[config.mk]
export PLATFORM = sky130hd
export DESIGN_NAME = midi_rx
export DESIGN_NICKNAME = d
export VERILOG_FILES = /design/src/rtl/midi_rx.sv
export SDC_FILE = /design/constraint.sdc
export NUM_CORES = 1
export LEC_CHECK = 0
export ABC_AREA = 1
export BUFFER_PORTS_ARGS = -buffer_cell sky130_fd_sc_hd__buf_2
export CORE_UTILIZATION = 25
export CTS_CLUSTER_SIZE = 16
export DETAILED_ROUTE_END_ITERATION = 10
export GPL_TIMING_DRIVEN = 0
export SYNTH_ARGS = -nofsm -noshare
export SYNTH_HDL_FRONTEND = slang
export SYNTH_SLANG_ARGS = --single-unit
[constraint.sdc]
create_clock -name clk_i -period 1.9 [get_ports clk_i]
set_clock_uncertainty 0.2 [all_clocks]
set_input_delay 0.38 -clock clk_i [delete_from_list [all_inputs] [get_ports clk_i]]
set_output_delay 0.38 -clock clk_i [all_outputs]
set_load 0.02 [all_outputs]
[src/rtl/midi_rx.sv]
// MIDI front end: 8N1 UART receiver feeding a channel-voice parser that emits
// note-on / note-off strobes with the note and velocity of the last event.
module midi_rx #(
    parameter int CLK_HZ  = 10_000_000,
    parameter int BAUD    = 31250,
    parameter int CHANNEL = 0,
    parameter bit OMNI    = 1'b0
) (
    input  logic       clk_i,
    input  logic       rst_i,
    input  logic       rxData_i,
    output logic       noteOn_o,
    output logic       noteOff_o,
    output logic [6:0] note_o,
    output logic [6:0] velocity_o,
    output logic       frameErr_o
);
    localparam int BIT_CYC = CLK_HZ / BAUD;
    localparam int CW      = $clog2(BIT_CYC);
    localparam logic [CW-1:0] HALF_LD = CW'(BIT_CYC / 2 - 1);
    localparam logic [CW-1:0] FULL_LD = CW'(BIT_CYC - 1);
    localparam logic [3:0]    CH      = 4'(CHANNEL);

    typedef enum logic [2:0] {R_IDLE, R_START, R_DATA, R_STOP, R_WAITHI} rx_state_t;
    typedef enum logic [1:0] {P_IDLE, P_D1, P_D2} p_state_t;

    logic rx_meta, rx_s;

    always_ff @(posedge clk_i or posedge rst_i) begin
        if (rst_i) begin
            rx_meta <= 1'b1;
            rx_s    <= 1'b1;
        end else begin
            rx_meta <= rxData_i;
            rx_s    <= rx_meta;
        end
    end

    rx_state_t     r_state, r_next;
    logic [CW-1:0] cnt, cnt_next;
    logic [2:0]    bit_cnt, bit_next;
    logic [7:0]    shreg, sh_next;
    logic          byte_vld, frame_bad;

    always_ff @(posedge clk_i or posedge rst_i) begin
        if (rst_i) begin
            r_state    <= R_IDLE;
            cnt        <= '0;
            bit_cnt    <= '0;
            shreg      <= '0;
            frameErr_o <= 1'b0;
        end else begin
            r_state    <= r_next;
            cnt        <= cnt_next;
            bit_cnt    <= bit_next;
            shreg      <= sh_next;
            frameErr_o <= frame_bad;
        end
    end

    always_comb begin
        r_next    = r_state;
        cnt_next  = cnt;
        bit_next  = bit_cnt;
        sh_next   = shreg;
        byte_vld  = 1'b0;
        frame_bad = 1'b0;
        case (r_state)
            R_IDLE: if (!rx_s) begin
                r_next   = R_START;
                bit_next = '0;
                cnt_next = HALF_LD;
            end
            R_START: begin
                if (cnt != '0)  cnt_next = cnt - 1'b1;
                else if (!rx_s) begin
                    r_next   = R_DATA;
                    cnt_next = FULL_LD;
                end else        r_next = R_IDLE;
            end
            R_DATA: begin
                if (cnt != '0) cnt_next = cnt - 1'b1;
                else begin
                    sh_next  = {rx_s, shreg[7:1]};
                    cnt_next = FULL_LD;
                    bit_next = bit_cnt + 3'd1;
                    if (bit_cnt == 3'd7) r_next = R_STOP;
                end
            end
            R_STOP: begin
                if (cnt != '0) cnt_next = cnt - 1'b1;
                else if (rx_s) begin
                    byte_vld = 1'b1;
                    r_next   = R_IDLE;
                end else begin
                    frame_bad = 1'b1;
                    r_next    = R_WAITHI;
                end
            end
            // a break / stuck-low line must go high before a new frame can start
            R_WAITHI: if (rx_s) r_next = R_IDLE;
            default:  r_next = R_IDLE;
        endcase
    end

    // Parser consumes the byte on the stop-sample edge, so strobes land one cycle later.
    p_state_t   p_state, p_next;
    logic       stat_nine, stat_nine_next;
    logic       len2, len2_next;
    logic       accept, accept_next;
    logic [6:0] note_hold, note_hold_next;
    logic       on_next, off_next;
    logic [6:0] note_out_next, vel_out_next;

    always_ff @(posedge clk_i or posedge rst_i) begin
        if (rst_i) begin
            p_state    <= P_IDLE;
            stat_nine  <= 1'b0;
            len2       <= 1'b0;
            accept     <= 1'b0;
            note_hold  <= '0;
            noteOn_o   <= 1'b0;
            noteOff_o  <= 1'b0;
            note_o     <= '0;
            velocity_o <= '0;
        end else begin
            p_state    <= p_next;
            stat_nine  <= stat_nine_next;
            len2       <= len2_next;
            accept     <= accept_next;
            note_hold  <= note_hold_next;
            noteOn_o   <= on_next;
            noteOff_o  <= off_next;
            note_o     <= note_out_next;
            velocity_o <= vel_out_next;
        end
    end

    always_comb begin
        p_next         = p_state;
        stat_nine_next = stat_nine;
        len2_next      = len2;
        accept_next    = accept;
        note_hold_next = note_hold;
        on_next        = 1'b0;
        off_next       = 1'b0;
        note_out_next  = note_o;
        vel_out_next   = velocity_o;
        if (byte_vld) begin
            if (shreg >= 8'hF8) begin
                // real-time bytes are transparent to the message in progress
            end else if (shreg >= 8'hF0) begin
                stat_nine_next = 1'b0;
                accept_next    = 1'b0;
                p_next         = P_IDLE;
            end else if (shreg[7]) begin
                stat_nine_next = (shreg[7:4] == 4'h9);
                len2_next      = !(shreg[7:4] == 4'hC || shreg[7:4] == 4'hD);
                accept_next    = (shreg[7:5] == 3'b100) && (OMNI || shreg[3:0] == CH);
                p_next         = P_D1;
            end else begin
                case (p_state)
                    P_D1: begin
                        note_hold_next = shreg[6:0];
                        if (len2) p_next = P_D2;
                    end
                    P_D2: begin
                        p_next = P_D1;
                        if (accept) begin
                            note_out_next = note_hold;
                            vel_out_next  = shreg[6:0];
                            on_next       = stat_nine && (shreg[6:0] != 7'd0);
                            off_next      = !(stat_nine && (shreg[6:0] != 7'd0));
                        end
                    end
                    default: ;
                endcase
            end
        end
    end
endmodule
# Yosys cells after proc, flatten, opt, wreduce, memory -nomap -nowiden
# Index checks and enable logic that the tools add are counted.
[op_classes] n_reduce_logical=22 n_eq_ne=20 bitwise=4 add_sub_neg=2 magnitude_cmp=2 mux=44
[op_table] cell="$mux W9" count=5
[op_table] cell="$pmux W9 S4" count=1
[op_table] cell="$mux W3" count=9
[op_table] cell="$mux W1" count=22
[op_table] cell="$ge A8 B8 Y1 const B" count=2
[op_table] cell="$pmux W3 S5" count=1
[op_table] cell="$ne A2 B2 Y1 const B" count=7
[op_table] cell="$eq A4 B4 Y1 const B" count=3
[op_table] cell="$reduce_and A4 Y1" count=3
[op_table] cell="$reduce_and A6 Y1" count=2
[op_table] cell="$eq A3 B3 Y1 const B" count=3
[op_table] cell="$reduce_bool A9 Y1" count=1
[op_table] cell="$sub A9 B1 Y9 const B" count=1
[op_table] cell="$mux W2" count=4
[op_table] cell="$reduce_bool A4 Y1" count=2
[op_table] cell="$reduce_bool A7 Y1" count=1
[op_table] cell="$eq A3 B2 Y1 const B" count=2
[op_table] cell="$pmux W3 S2" count=1
[op_table] cell="$reduce_and A3 Y1" count=2
[op_table] cell="$reduce_and A5 Y1" count=1
[op_table] cell="$logic_not A4 Y1" count=1
[op_table] cell="$ne A4 B4 Y1 const B" count=1
[op_table] cell="$not A1 Y1" count=4
[op_table] cell="$pmux W2 S2" count=1
[op_table] cell="other kinds (11)" count=14
[totals] wordCells=110 register_bits=54

# Longest topological paths before layout
[logic_depth] word_depth=9 depth_mapped=11 mapped_depth_nobuf=11

# Worst setup path after synthesis
# Ideal clock, no wire load.
[synth_timing] kind="register to register" from="reg cnt[0]" to="reg velocity_o[6]" period_less_slack_ns=1.782 slack_ns=0.118 stages_incl_launch_ff=11 n_path_buf=1 setup_time_ns=0.117 arrival_time_ns=1.465 required_ns=1.583 path_cell_list="dfrtp_1 -> inv_1 -> ha_1 -> nand3_4 -> nor2_8 -> nand2_4 -> nor2_4 -> nand3_4 -> buf_6 -> nand2_1 -> nand2_1"
[synth_between] elab_chain_cells=4
[synth_lines] item="start, declared" line="40" source="logic [CW-1:0] cnt, cnt_next;"
[synth_lines] item="start signal, assigned" line="54" source="cnt <= cnt_next;"
[synth_lines] item="$reduce_bool A9 Y1" line="91" source="if (cnt != '0) cnt_next = cnt - 1'b1;"
[synth_lines] item="$mux W1" line="91"
[synth_lines] item="$mux W1" line="68" source="case (r_state)"
[synth_lines] item="$reduce_and A6 Y1 (no source line)"
[synth_lines] item="end signal, assigned" line="135" source="velocity_o <= vel_out_next;"
[synth_lines] item="end, declared" line="15" source="output logic [6:0] velocity_o,"
# No other way between the ends.
# A chain may end at the register's enable or synchronous reset.

# Final worst setup path
[layout_timing] from="reg cnt[2]" to="reg cnt[3]"
[layout_between] elab_chain_cells=3 word_cells_on_any_way=9 cone_classes="add/sub: 1; eq/ne: 2; mux: 4; reduce/logical: 2"
[layout_lines] item="$sub A9 B1 Y9 / $reduce_bool A9 Y1 (equally long branches)" line="75, 82, 91"
[layout_lines] item="$mux W9 (tied with other cells)" line="91"
[layout_lines] item="$pmux W9 S4 / $reduce_and A4 Y1 (equally long branches)"
# Parallel ways exist; a longest one is shown, timed or not. The select of a mux whose other input is x is not followed.

==> results.sh <==
export IMPL_status="finished clean"
export IMPL_ys_warn_count=0
export IMPL_rr_startpoint="cnt[2]"
export IMPL_path_class="reg -> reg"
export IMPL_first_pass_iters=4
export IMPL_post_route_period_util_pct=99.7
export IMPL_ir_drop_v=0.000323
export IMPL_finalWirelength_um=5920
export IMPL_r2r_end="cnt[3]"
export IMPL_overflow=0
export IMPL_relSlewSlack_pct=74.6
export IMPL_viasPerCell=4.31
export IMPL_drv_cap=0
export IMPL_grt_max_degree=43
export IMPL_dr_wl_met2_um=2770
export IMPL_syn_area_um2=2710
export IMPL_numCtsBuffers=5
export IMPL_fp_dieH_um=106
export IMPL_maxSlewViolCount=0
export IMPL_fin_util_pct=33.2
export IMPL_htreeDepth=2
export IMPL_endpoint_kind="register"
export IMPL_reg2reg_slack_ns=0.006
export IMPL_timing_hold_worst_class="reg -> reg"
export IMPL_fmax_ghz=0.528
export IMPL_setup_viol=0
export IMPL_layout_commonest_cell="nand2_1"
export IMPL_root_buffer="clkbuf_8"
export IMPL_intPower_mw=1.44
export IMPL_fp_coreArea_um2=10400
export IMPL_fp_dieW_um=106
export IMPL_vias=2283
export IMPL_dp_hpwl_um=3920
export IMPL_numPortBuffers=19
export IMPL_met1Wirelength_um=2870
export IMPL_diodes=0
export IMPL_syn_nets=351
export IMPL_clk_latency_ns=0.32
export IMPL_drc_errors=0
export IMPL_pwr_share_clk_pct=37.2
export IMPL_drive_gt1_share_pct=28.4
export IMPL_cts_max_path_buffers=2
export IMPL_synth_seq_cells=54
export IMPL_syn_mean_instance_area_um2=7.92
export IMPL_rsz0062_at_grt="true"
export IMPL_swShare_pct=24.2
export IMPL_grt_total_usage_pct=10.9
export IMPL_power_density_nw_per_um2=549
export IMPL_ios=20
export IMPL_grt_pass1_vias=2161
export IMPL_die_area_um2=11300
export IMPL_n_fill_cell=1074
export IMPL_p_sw_mw=0.460
export IMPL_gp_congestion=0.896
export IMPL_worstSetupStartpoint="cnt[2]"
export IMPL_grt_pass1_wl_um=9900
export IMPL_cts_tree="built"
export IMPL_drt_iter0_drc=83
export IMPL_power_frac_seq_pct=60.9
export IMPL_highest_layer="met4"
export IMPL_antenna_found_initial=0
export IMPL_ys_types=22
export IMPL_reg2reg_depth=11
export IMPL_ant_nets=0
export IMPL_startpoint_type="register"
export IMPL_arrival_ns=1.91
export IMPL_yosysSeqAreaShare_pct=50.0
export IMPL_clkTransAtPathRegs_ns=0.11
export IMPL_cp_max_fo=7
export IMPL_p_leak_nw=1.84
export IMPL_crit_end="cnt[3]"
export IMPL_power_frac_comb_pct=1.9
export IMPL_syn_inst=342
export IMPL_clock_sinks=54
export IMPL_layout_common_cells="118 x nand2_1, 49 x dfrtp_1, 32 x inv_1"
export IMPL_fin_nets=402
export IMPL_hold_viol=0
export IMPL_worstPathRequired_ns=1.92
export IMPL_dr_wl_met3_um=191
export IMPL_tightest_slew_ns=0.381
export IMPL_wl_per_cell_um=11.2
export IMPL_area_growth_pct=27.7
export IMPL_start_util_pct=26.0
export IMPL_fin_crit_ns=1.89
export IMPL_setup_tns_ns=0
export IMPL_rows=37
sequential cells by signal, indices dropped and copies added (netlist names):
name / cells
noteOff_o: 1
note_hold: 7
bit_cnt: 3
stat_nine: 1
shreg: 8
cnt: 9
velocity_o: 7
r_state: 3
p_state: 2
len2: 1
frameErr_o: 1
rx_meta: 1
rx_s: 1
accept: 1
noteOn_o: 1
note_o: 7
kinds of logic (layout without fill, tap and decap cells):
logic type / Yosys count / count (layout) / synth area share [%]
AO/OA/AOI/OAI: 23 / 23 / 4.25
XOR/XNOR: 1 / 1 / 0.323
adder cells (fa/ha/maj): 6 / 6 / 2.77
buffers and inverters: 41 / 93 / 6.28
flip-flops: 54 / 54 / 50.0
AND/OR/NAND/NOR: 217 / 217 / 36.4
critical path, stage by stage (launching register included):
cell        delay [ns]
dfrtp_1           0.43
buf_6             0.14
inv_1             0.07
nand2_2           0.06
nor2_2            0.11
nand2_2           0.11
nand2_2           0.13
nand2_4           0.06
nand2_4           0.11
clkinvlp_4        0.20
nand2_1           0.11
nand2_1           0.05
cell type report:
| cell class | instances | area [um^2] | share of cell area, % |
|---|---|---|---|
| sequential | 54 | 1360 | 39.3 |
| inverter | 37 | 145 | 4.20 |
| buffer | 3 | 26.3 | 0.760 |
| timing repair buffer | 45 | 335 | 9.70 |
| clock buffer | 5 | 68.8 | 1.99 |
| clock inverter | 3 | 28.8 | 0.832 |
| multi-input combinational | 247 | 1330 | 38.4 |
| tap | 136 | 170 | 4.92 |
metrics by stage:
step	power, mW	instance area [um^2]	setup slack (ns)	hold slack (ns)	std cells
3_3_place_gp	1.21	2970	-0.712	0.146	497
6_report	1.90	3460	0.00631	0.163	530
2_1_floorplan	1.20	2710	0.00873	0.145	342
5_1_grt	1.97	3460	-0.0960	0.172	530
3_5_place_dp	1.21	2990	-0.149	0.143	498
4_1_cts	1.92	3240	0.0119	0.164	519
synth_stat cells:
cell type / instances / share of area (%)
nand3_1: 30 / 5.5
o21ai_0: 21 / 3.9
nand4_1: 6 / 1.4
nor2_4: 2 / 0.83
buf_6: 2 / 0.83
inv_1: 37 / 5.1
clkbuf_1: 1 / 0.14
nor2_2: 3 / 0.69
nor2_1: 21 / 2.9
xor2_1: 1 / 0.32
buf_2: 1 / 0.18
nand2_2: 2 / 0.46
dfrtp_1: 52 / 48
dfstp_2: 2 / 1.9
ha_1: 6 / 2.8
nand2_1: 145 / 20
nor3_1: 1 / 0.18
nor2_8: 1 / 0.74
nor3_4: 2 / 1.2
a21oi_1: 2 / 0.37
nand3_4: 3 / 1.9
nand2_4: 1 / 0.42
worst min-delay path by stage:
stage             from         to  slack (ns)  depth (start not counted)
3_5_place_dp     rst_i  note_o[4]        0.14                          2
4_1_cts        rx_meta       rx_s        0.16                          0
2_1_floorplan  rx_meta       rx_s        0.15                          0
3_3_place_gp   rx_meta       rx_s        0.15                          0
6_report       rx_meta       rx_s        0.16                          0
5_1_grt        rx_meta       rx_s        0.17                          0
timing repair:
action | in CTS | in global routing
pin swaps | 3 | 26
resized for setup | 13 | 45
hold endpoints to repair | 13 | 0
gates cloned | 1 | 0
hold buffers | 2 | 0
setup endpoints to repair | 40 | 41
setup buffers | 10 | 12
per-layer routing:
metal,vias to the layer above,global-route usage [%]
li1,1175,-
met1,1055,14.5
met2,42,17.4
met3,11,2.51
met4,0,3.17
met5,-,0
power groups by stage:
stage / combinational [mW] / clock (mW) / sequential, mW
3_5_place_dp: 0.0348 / 0 / 1.18
2_1_floorplan: 0.0192 / 0 / 1.18
4_1_cts: 0.0376 / 0.731 / 1.16
3_3_place_gp: 0.0282 / 0 / 1.18
6_report: 0.0366 / 0.707 / 1.16
5_1_grt: 0.0429 / 0.773 / 1.16
(Power assumes the default switching activity.)
